$ cat src/rtl/joybus_pkg.sv
// Shared types, command codes and timing helpers for the Joybus host scheduler.
package joybus_pkg;

  typedef enum logic [3:0] {
    ST_IDLE,
    ST_SELECT,
    ST_TX_LOW,
    ST_TX_HIGH,
    ST_STOP_LOW,
    ST_RX_WAIT,
    ST_RX_SAMPLE,
    ST_RX_RISE,
    ST_RX_STOP,
    ST_REPORT,
    ST_GAP,
    ST_DONE
  } jb_state_e;

  localparam logic [7:0] JB_CMD_INFO  = 8'h00;
  localparam logic [7:0] JB_CMD_POLL  = 8'h01;
  localparam logic [7:0] JB_CMD_RESET = 8'hFF;

  localparam int unsigned JB_BIT_US      = 4;
  localparam int unsigned JB_ZERO_LOW_US = 3;
  localparam int unsigned JB_ONE_LOW_US  = 1;
  localparam int unsigned JB_STOP_LOW_US = 1;
  localparam int unsigned JB_SAMPLE_US   = 2;
  localparam int unsigned JB_TIMER_W     = 16;

  function automatic logic [5:0] jb_reply_bits(input logic [7:0] c);
    case (c)
      JB_CMD_INFO, JB_CMD_RESET: return 6'd24;
      JB_CMD_POLL:               return 6'd32;
      default:                   return 6'd32;
    endcase
  endfunction

  // Timer load value for a state that must last exactly us*clks cycles.
  function automatic logic [JB_TIMER_W-1:0] jb_load(input int unsigned us,
                                                     input int unsigned clks);
    return JB_TIMER_W'(us * clks - 1);
  endfunction

endpackage

$ cat src/rtl/joybus_bit_timer.sv
// Loadable down-counter shared by TX cell timing, RX sampling, timeouts and the gap.
module joybus_bit_timer
  import joybus_pkg::*;
#(
  parameter int unsigned W = JB_TIMER_W
) (
  input  logic         clk_i,
  input  logic         rst_n_i,
  input  logic         load_i,
  input  logic [W-1:0] value_i,
  output logic         expired_o
);

  logic [W-1:0] count_q;

  always_ff @(posedge clk_i or negedge rst_n_i) begin
    if (!rst_n_i) begin
      count_q <= '0;
    end else if (load_i) begin
      count_q <= value_i;
    end else if (count_q != '0) begin
      count_q <= count_q - W'(1);
    end
  end

  assign expired_o = (count_q == '0);

endmodule

$ cat src/rtl/joybus_port_scheduler.sv
// Joybus host sequencer: walks enabled ports, sends one command byte each and
// collects the reply through one shared bit engine.
module joybus_port_scheduler
  import joybus_pkg::*;
#(
  parameter int unsigned CLKS_PER_US = 50,
  parameter int unsigned TIMEOUT_US  = 64,
  parameter int unsigned GAP_US      = 16
) (
  input  logic        clock,
  input  logic        reset_l,
  input  logic        start,
  input  logic [3:0]  port_enable,
  input  logic [7:0]  cmd,
  input  logic [3:0]  joy_in,
  output logic [3:0]  joy_drive_low,
  output logic        busy,
  output logic        done,
  output logic        resp_valid,
  output logic [1:0]  resp_port,
  output logic [31:0] resp_data,
  output logic        resp_timeout
);

  localparam logic [JB_TIMER_W-1:0] T_ZERO_LOW  = jb_load(JB_ZERO_LOW_US, CLKS_PER_US);
  localparam logic [JB_TIMER_W-1:0] T_ONE_LOW   = jb_load(JB_ONE_LOW_US, CLKS_PER_US);
  localparam logic [JB_TIMER_W-1:0] T_ZERO_HIGH = jb_load(JB_BIT_US - JB_ZERO_LOW_US, CLKS_PER_US);
  localparam logic [JB_TIMER_W-1:0] T_ONE_HIGH  = jb_load(JB_BIT_US - JB_ONE_LOW_US, CLKS_PER_US);
  localparam logic [JB_TIMER_W-1:0] T_STOP_LOW  = jb_load(JB_STOP_LOW_US, CLKS_PER_US);
  localparam logic [JB_TIMER_W-1:0] T_SAMPLE    = jb_load(JB_SAMPLE_US, CLKS_PER_US);
  localparam logic [JB_TIMER_W-1:0] T_TIMEOUT   = jb_load(TIMEOUT_US, CLKS_PER_US);
  localparam logic [JB_TIMER_W-1:0] T_GAP       = jb_load(GAP_US, CLKS_PER_US);

  jb_state_e        state_q, state_d;
  logic [3:0]       remaining_q, remaining_d;
  logic [7:0]       cmd_q, cmd_d;
  logic [1:0]       port_q, port_d;
  logic [5:0]       bits_q, bits_d;
  logic [5:0]       reply_len_q, reply_len_d;
  logic [7:0]       tx_sh_q, tx_sh_d;
  logic [31:0]      rx_q, rx_d;
  logic             stop_seen_q, stop_seen_d;
  logic [3:0]       drive_q, drive_d;
  logic             busy_q, busy_d;
  logic             done_q, done_d;
  logic             resp_valid_q, resp_valid_d;
  logic [1:0]       resp_port_q, resp_port_d;
  logic [31:0]      resp_data_q, resp_data_d;
  logic             resp_timeout_q, resp_timeout_d;

  logic             sync1_q, sync2_q, prev_q;
  logic             fall;
  logic             tmr_load;
  logic [JB_TIMER_W-1:0] tmr_value;
  logic             tmr_expired;
  logic             sel_found;
  logic [1:0]       sel_port;
  logic             rpt_ok, rpt_to;

  // Only the selected port's pad is observed; idle lines read high.
  always_ff @(posedge clock or negedge reset_l) begin
    if (!reset_l) begin
      sync1_q <= 1'b1;
      sync2_q <= 1'b1;
      prev_q  <= 1'b1;
    end else begin
      sync1_q <= joy_in[port_q];
      sync2_q <= sync1_q;
      prev_q  <= sync2_q;
    end
  end

  assign fall = prev_q & ~sync2_q;

  joybus_bit_timer #(.W(JB_TIMER_W)) u_timer (
    .clk_i     (clock),
    .rst_n_i   (reset_l),
    .load_i    (tmr_load),
    .value_i   (tmr_value),
    .expired_o (tmr_expired)
  );

  always_comb begin
    sel_found = 1'b0;
    sel_port  = '0;
    for (int unsigned i = 0; i < 4; i++) begin
      if (!sel_found && remaining_q[i]) begin
        sel_found = 1'b1;
        sel_port  = 2'(i);
      end
    end
  end

  always_comb begin
    state_d        = state_q;
    remaining_d    = remaining_q;
    cmd_d          = cmd_q;
    port_d         = port_q;
    bits_d         = bits_q;
    reply_len_d    = reply_len_q;
    tx_sh_d        = tx_sh_q;
    rx_d           = rx_q;
    stop_seen_d    = stop_seen_q;
    drive_d        = drive_q;
    busy_d         = busy_q;
    done_d         = 1'b0;
    resp_valid_d   = 1'b0;
    resp_port_d    = resp_port_q;
    resp_data_d    = resp_data_q;
    resp_timeout_d = resp_timeout_q;
    tmr_load       = 1'b0;
    tmr_value      = '0;
    rpt_ok         = 1'b0;
    rpt_to         = 1'b0;

    case (state_q)
      ST_IDLE: begin
        if (start) begin
          remaining_d = port_enable;
          cmd_d       = cmd;
          busy_d      = 1'b1;
          state_d     = ST_SELECT;
        end
      end
      ST_SELECT: begin
        if (sel_found) begin
          port_d                = sel_port;
          remaining_d[sel_port] = 1'b0;
          tx_sh_d               = cmd_q;
          bits_d                = '0;
          drive_d               = 4'b0001 << sel_port;
          tmr_load              = 1'b1;
          tmr_value             = cmd_q[7] ? T_ONE_LOW : T_ZERO_LOW;
          state_d               = ST_TX_LOW;
        end else begin
          busy_d  = 1'b0;
          done_d  = 1'b1;
          state_d = ST_DONE;
        end
      end
      ST_TX_LOW: begin
        if (tmr_expired) begin
          drive_d   = '0;
          tmr_load  = 1'b1;
          tmr_value = tx_sh_q[7] ? T_ONE_HIGH : T_ZERO_HIGH;
          state_d   = ST_TX_HIGH;
        end
      end
      ST_TX_HIGH: begin
        if (tmr_expired) begin
          drive_d  = 4'b0001 << port_q;
          tmr_load = 1'b1;
          if (bits_q == 6'd7) begin
            tmr_value = T_STOP_LOW;
            state_d   = ST_STOP_LOW;
          end else begin
            tx_sh_d   = {tx_sh_q[6:0], 1'b0};
            bits_d    = bits_q + 6'd1;
            tmr_value = tx_sh_q[6] ? T_ONE_LOW : T_ZERO_LOW;
            state_d   = ST_TX_LOW;
          end
        end
      end
      ST_STOP_LOW: begin
        if (tmr_expired) begin
          drive_d     = '0;
          bits_d      = '0;
          rx_d        = '0;
          stop_seen_d = 1'b0;
          reply_len_d = jb_reply_bits(cmd_q);
          tmr_load    = 1'b1;
          tmr_value   = T_TIMEOUT;
          state_d     = ST_RX_WAIT;
        end
      end
      ST_RX_WAIT: begin
        if (fall) begin
          tmr_load  = 1'b1;
          tmr_value = T_SAMPLE;
          state_d   = ST_RX_SAMPLE;
        end else if (tmr_expired) begin
          rpt_to = 1'b1;
        end
      end
      ST_RX_SAMPLE: begin
        if (tmr_expired) begin
          rx_d      = {rx_q[30:0], sync2_q};
          bits_d    = bits_q + 6'd1;
          tmr_load  = 1'b1;
          tmr_value = T_TIMEOUT;
          state_d   = ST_RX_RISE;
        end
      end
      ST_RX_RISE: begin
        if (sync2_q) begin
          tmr_load  = 1'b1;
          tmr_value = T_TIMEOUT;
          state_d   = (bits_q == reply_len_q) ? ST_RX_STOP : ST_RX_WAIT;
        end else if (tmr_expired) begin
          rpt_to = 1'b1;
        end
      end
      ST_RX_STOP: begin
        // Every data bit is in hand, so a missing controller stop bit is tolerated.
        if (tmr_expired) begin
          rpt_ok = 1'b1;
        end else if (!stop_seen_q && fall) begin
          stop_seen_d = 1'b1;
          tmr_load    = 1'b1;
          tmr_value   = T_TIMEOUT;
        end else if (stop_seen_q && sync2_q) begin
          rpt_ok = 1'b1;
        end
      end
      ST_REPORT: begin
        tmr_load  = 1'b1;
        tmr_value = T_GAP;
        state_d   = ST_GAP;
      end
      ST_GAP: begin
        if (tmr_expired) begin
          if (remaining_q != '0) begin
            state_d = ST_SELECT;
          end else begin
            busy_d  = 1'b0;
            done_d  = 1'b1;
            state_d = ST_DONE;
          end
        end
      end
      ST_DONE: begin
        state_d = ST_IDLE;
      end
      default: begin
        state_d = ST_IDLE;
      end
    endcase

    if (rpt_ok || rpt_to) begin
      resp_valid_d   = 1'b1;
      resp_port_d    = port_q;
      resp_timeout_d = rpt_to;
      resp_data_d    = rpt_to ? '0 : rx_q;
      state_d        = ST_REPORT;
    end
  end

  always_ff @(posedge clock or negedge reset_l) begin
    if (!reset_l) begin
      state_q        <= ST_IDLE;
      remaining_q    <= '0;
      cmd_q          <= '0;
      port_q         <= '0;
      bits_q         <= '0;
      reply_len_q    <= '0;
      tx_sh_q        <= '0;
      rx_q           <= '0;
      stop_seen_q    <= 1'b0;
      drive_q        <= '0;
      busy_q         <= 1'b0;
      done_q         <= 1'b0;
      resp_valid_q   <= 1'b0;
      resp_port_q    <= '0;
      resp_data_q    <= '0;
      resp_timeout_q <= 1'b0;
    end else begin
      state_q        <= state_d;
      remaining_q    <= remaining_d;
      cmd_q          <= cmd_d;
      port_q         <= port_d;
      bits_q         <= bits_d;
      reply_len_q    <= reply_len_d;
      tx_sh_q        <= tx_sh_d;
      rx_q           <= rx_d;
      stop_seen_q    <= stop_seen_d;
      drive_q        <= drive_d;
      busy_q         <= busy_d;
      done_q         <= done_d;
      resp_valid_q   <= resp_valid_d;
      resp_port_q    <= resp_port_d;
      resp_data_q    <= resp_data_d;
      resp_timeout_q <= resp_timeout_d;
    end
  end

  assign joy_drive_low = drive_q;
  assign busy          = busy_q;
  assign done          = done_q;
  assign resp_valid    = resp_valid_q;
  assign resp_port     = resp_port_q;
  assign resp_data     = resp_data_q;
  assign resp_timeout  = resp_timeout_q;

endmodule
$ cat config.mk
export PLATFORM = sky130hd
export DESIGN_NAME = joybus_port_scheduler
export DESIGN_NICKNAME = d
export VERILOG_FILES = /design/src/rtl/joybus_pkg.sv /design/src/rtl/joybus_bit_timer.sv /design/src/rtl/joybus_port_scheduler.sv
export SDC_FILE = /design/constraint.sdc
export NUM_CORES = 1
export LEC_CHECK = 0
export BUFFER_PORTS_ARGS = -buffer_cell sky130_fd_sc_hd__buf_2
export CAP_MARGIN = 10
export CORE_MARGIN = 2
export CORE_UTILIZATION = 64
export CTS_CLUSTER_DIAMETER = 100
export DETAILED_ROUTE_END_ITERATION = 16
export PLACE_DENSITY = 0.88
export SLEW_MARGIN = 20
export SYNTH_ARGS = -nofsm -noshare
export SYNTH_HDL_FRONTEND = slang
export SYNTH_SLANG_ARGS = --single-unit
$ cat constraint.sdc
create_clock -name clock -period 3.48 [get_ports clock]
set_input_delay 0.174 -clock clock [delete_from_list [all_inputs] [get_ports clock]]
set_output_delay 0.174 -clock clock [all_outputs]
set_load 0.1 [all_outputs]
==> results.md <==
- GR Overflow Total: 0
- Crit path time final: 2960 ps
- H-tree Lvls: 4
- Synth top area cells: dfrtp_1 (49%), nand2_1 (8.7%), mux2_2 (5.3%)
- Horiz. Die Dim: 103 um
- Port Buf Inserts: 60
- Placed Area: 6740 sq um
- Clock Tree Buf Depth: 2
- Static Leak: 0.00338 uW
- RD Place Congestion: 0.918
- Slew HR: 0.413
- Worst r2r src: u_timer.count_q[0]
- Final Util: 0.773
- CTS tree: built
- Slowest-stage cell, CP: and4b_1
- CTS sink count: 128
- Ant. Diodes: 0
- VDD IR max: 0.000762 V
- Worst setup startpoint: u_timer.count_q[0]
- CP max stage delay: 690 ps
- Worst Tran Pin Value: 880 ps
- Finished Cell Area: 7480 sq um
- Drc violations: 0
- Core Box Area: 9680 sq um
- I/O pins: 61
- Critical path class: flop to flop
- DR WL/cell: 17.8 um
- Hold crit path type: primary input to asynchronous set/reset pin
- CTS Root Cell: clkbuf_8
- Predominant post-synthesis flop cell: dfrtp_1
- Most frequent cell after synthesis: nand2_1
- Cts bufs inserted: 17
- Routed WL: 15600 um
- Syn avg cell area: 9.48 sq um
- Final ANT Viol Nets: 0
- TNS Setup: 0 ps
- Share of cells above drive strength 1: 0.211
- GRT Overall Usage: 0.309
- HPWL Detailed: 9300 um
- Initial core utilization: 0.653
- Die Area: 10700 sq um
- Iteration-0 DRC Markers: 432
- Layout Nets: 754
- Cells along the critical path: inv_1 > ha_1 > nor3b_1 > and4b_1 > o21ai_0 > nor3_4 > mux2_2
- Layout fillers: 592
- Initial antenna violation count: 0
- Power, Total: 6260 uW
- First-pass GRT wire length: 25300 um
- Clk_lat worst skew: 540 ps
- Critical Path RT: 3900 ps
- Max cap viols: 0
- Reg2reg setup slack: 520 ps
- Post-route clock skew: 11.4 ps
- Via count: 5453
- Max frequency: 0.338 GHz
- Reg2Reg Depth: 7
- Number of synthesized flops with an enable pin: 0
- Yosys top cell by area: dfrtp_1
- Sequential area share after synthesis: 0.507
- Cells after Synth: 667
- FP Rows: 36
- Worst-path clk slew: 60 ps
- Number of global-route vias before repair: 5266
- Area Growth Syn to Fin: 18.3%
- First drt pass iteration count: 5
- Synth Warn #: 0
- Flops & latches, synth: 128
- Final hold violation count: 0
- RSZ-0062 raised after global routing: no
- Status: finished, final reports clean
- Crit. End Element: flop
- Chip Height: 103 um
- Post-synth top area share: 0.495
- Worst setup endpoint: tx_sh_q[2]
- Final setup fails: 0
- Post-synth net total: 690
- PwrDens: 836 nW/um^2
- Vias/cell: 6.22
- Crit path DAT: 3380 ps
- R2r endpoint: tx_sh_q[2]
- Largest net degree at the start of global routing: 79
- Synth cell types: 72
- Pins Over Slew Limit: 0
- Final Cycle Share: 0.850
- Startpoint Class: flop
- Netlist Area Pre-Place: 6320 sq um
- Top cells by count, synth: nand2_1 (147), dfrtp_1 (125), o21ai_0 (50)
- Worst Path Max Fanout: 13
- Synth async-reset ratio: 1.00
## placed cells by master, fill, tap and decap left out, types with 6 or more instances in the layout
cell type        n
nand2_1        147
dfrtp_1        125
buf_2           59
o21ai_0         50
a21oi_1         48
nor2_1          30
mux2_2          30
nand3_1         17
clkbuf_16       16
dlygate4sd3_1   15
inv_1           13
buf_4           12
xnor2_1         10
nor3_1           9
nand2b_1         8
a21o_1           8
a31oi_1          7
mux2i_1          7
nor2b_1          6
## where the power goes
group          switching, uW  internal [uW]  total [uW]
Combinational           1340            966        2310
Clock                    674           1080        1750
Sequential               389           1800        2190
Total                   2410           3850        6260
## what timing repair did
action,4_1_cts,5_1_grt
resized for setup,0,0
setup buffers,0,0
hold endpoints to repair,90,0
hold buffers,15,0
## state kept, by name (all words and copies together), names as in the netlist
signal	count
resp_port	2
sync1_q	1
resp_valid	1
prev_q	1
cmd_q	8
remaining_q	4
u_timer.count_q	16
resp_data	32
bits_q	6
reply_len_q	2
stop_seen_q	1
done	1
rx_q	32
sync2_q	1
port_q	2
resp_timeout	1
state_q	4
busy	1
tx_sh_q	8
joy_drive_low	4
## worst max-delay path, delay by kind of cell (launching register included)
kind / cells / cell delay [ps]
compound gates: 1 / 250
mux: 1 / 400
simple gates: 3 / 1530
flops: 1 / 390
fa+ha+maj: 1 / 160
buf+inv: 1 / 110
## stage by stage
step / instances / setup slack, ps / hold WS, ps
after floorplan: 667 / 1190 / -122
after global placement: 830 / 721 / 345
after detailed placement: 830 / 606 / 348
after CTS: 877 / 548 / 298
after global routing: 877 / 268 / 341
final: 877 / 520 / 257
## kinds of logic after synthesis
group | synth area share
simple gates | 0.206
compound gates | 0.155
flops | 0.507
buf+inv | 0.0366
mux | 0.0681
xor+xnor | 0.0194
fa+ha+maj | 0.00791
## per-layer routing
| layer | global-route usage | routed length (um) |
|---|---|---|
| met2 | 0.517 | 8070 |
| met4 | 0.130 | 365 |
| met1 | 0.385 | 6230 |
| met3 | 0.0780 | 975 |
| met5 | 0 | 0 |
## worst min-delay path by stage
stage / from / endpoint / depth (start not counted)
final: reset_l / u_timer.count_q[3] / 2
after global routing: reset_l / u_timer.count_q[0] / 2
after CTS: start / busy / 5
after detailed placement: sync1_q / sync2_q / 0
after global placement: sync1_q / sync2_q / 0
after floorplan: reset_l / bits_q[0] / 0
## area by class of cell
class,instances,area [sq um],area share
inverter,14,52.6,0.00702
clock inverter,11,128,0.0171
clock buffer,21,459,0.0614
sequential,128,3210,0.429
multi-input combinational,482,2900,0.388
tap,133,166,0.0222
timing repair buffer,88,567,0.0758
No activity file was read; power rests on OpenSTA's default activity.
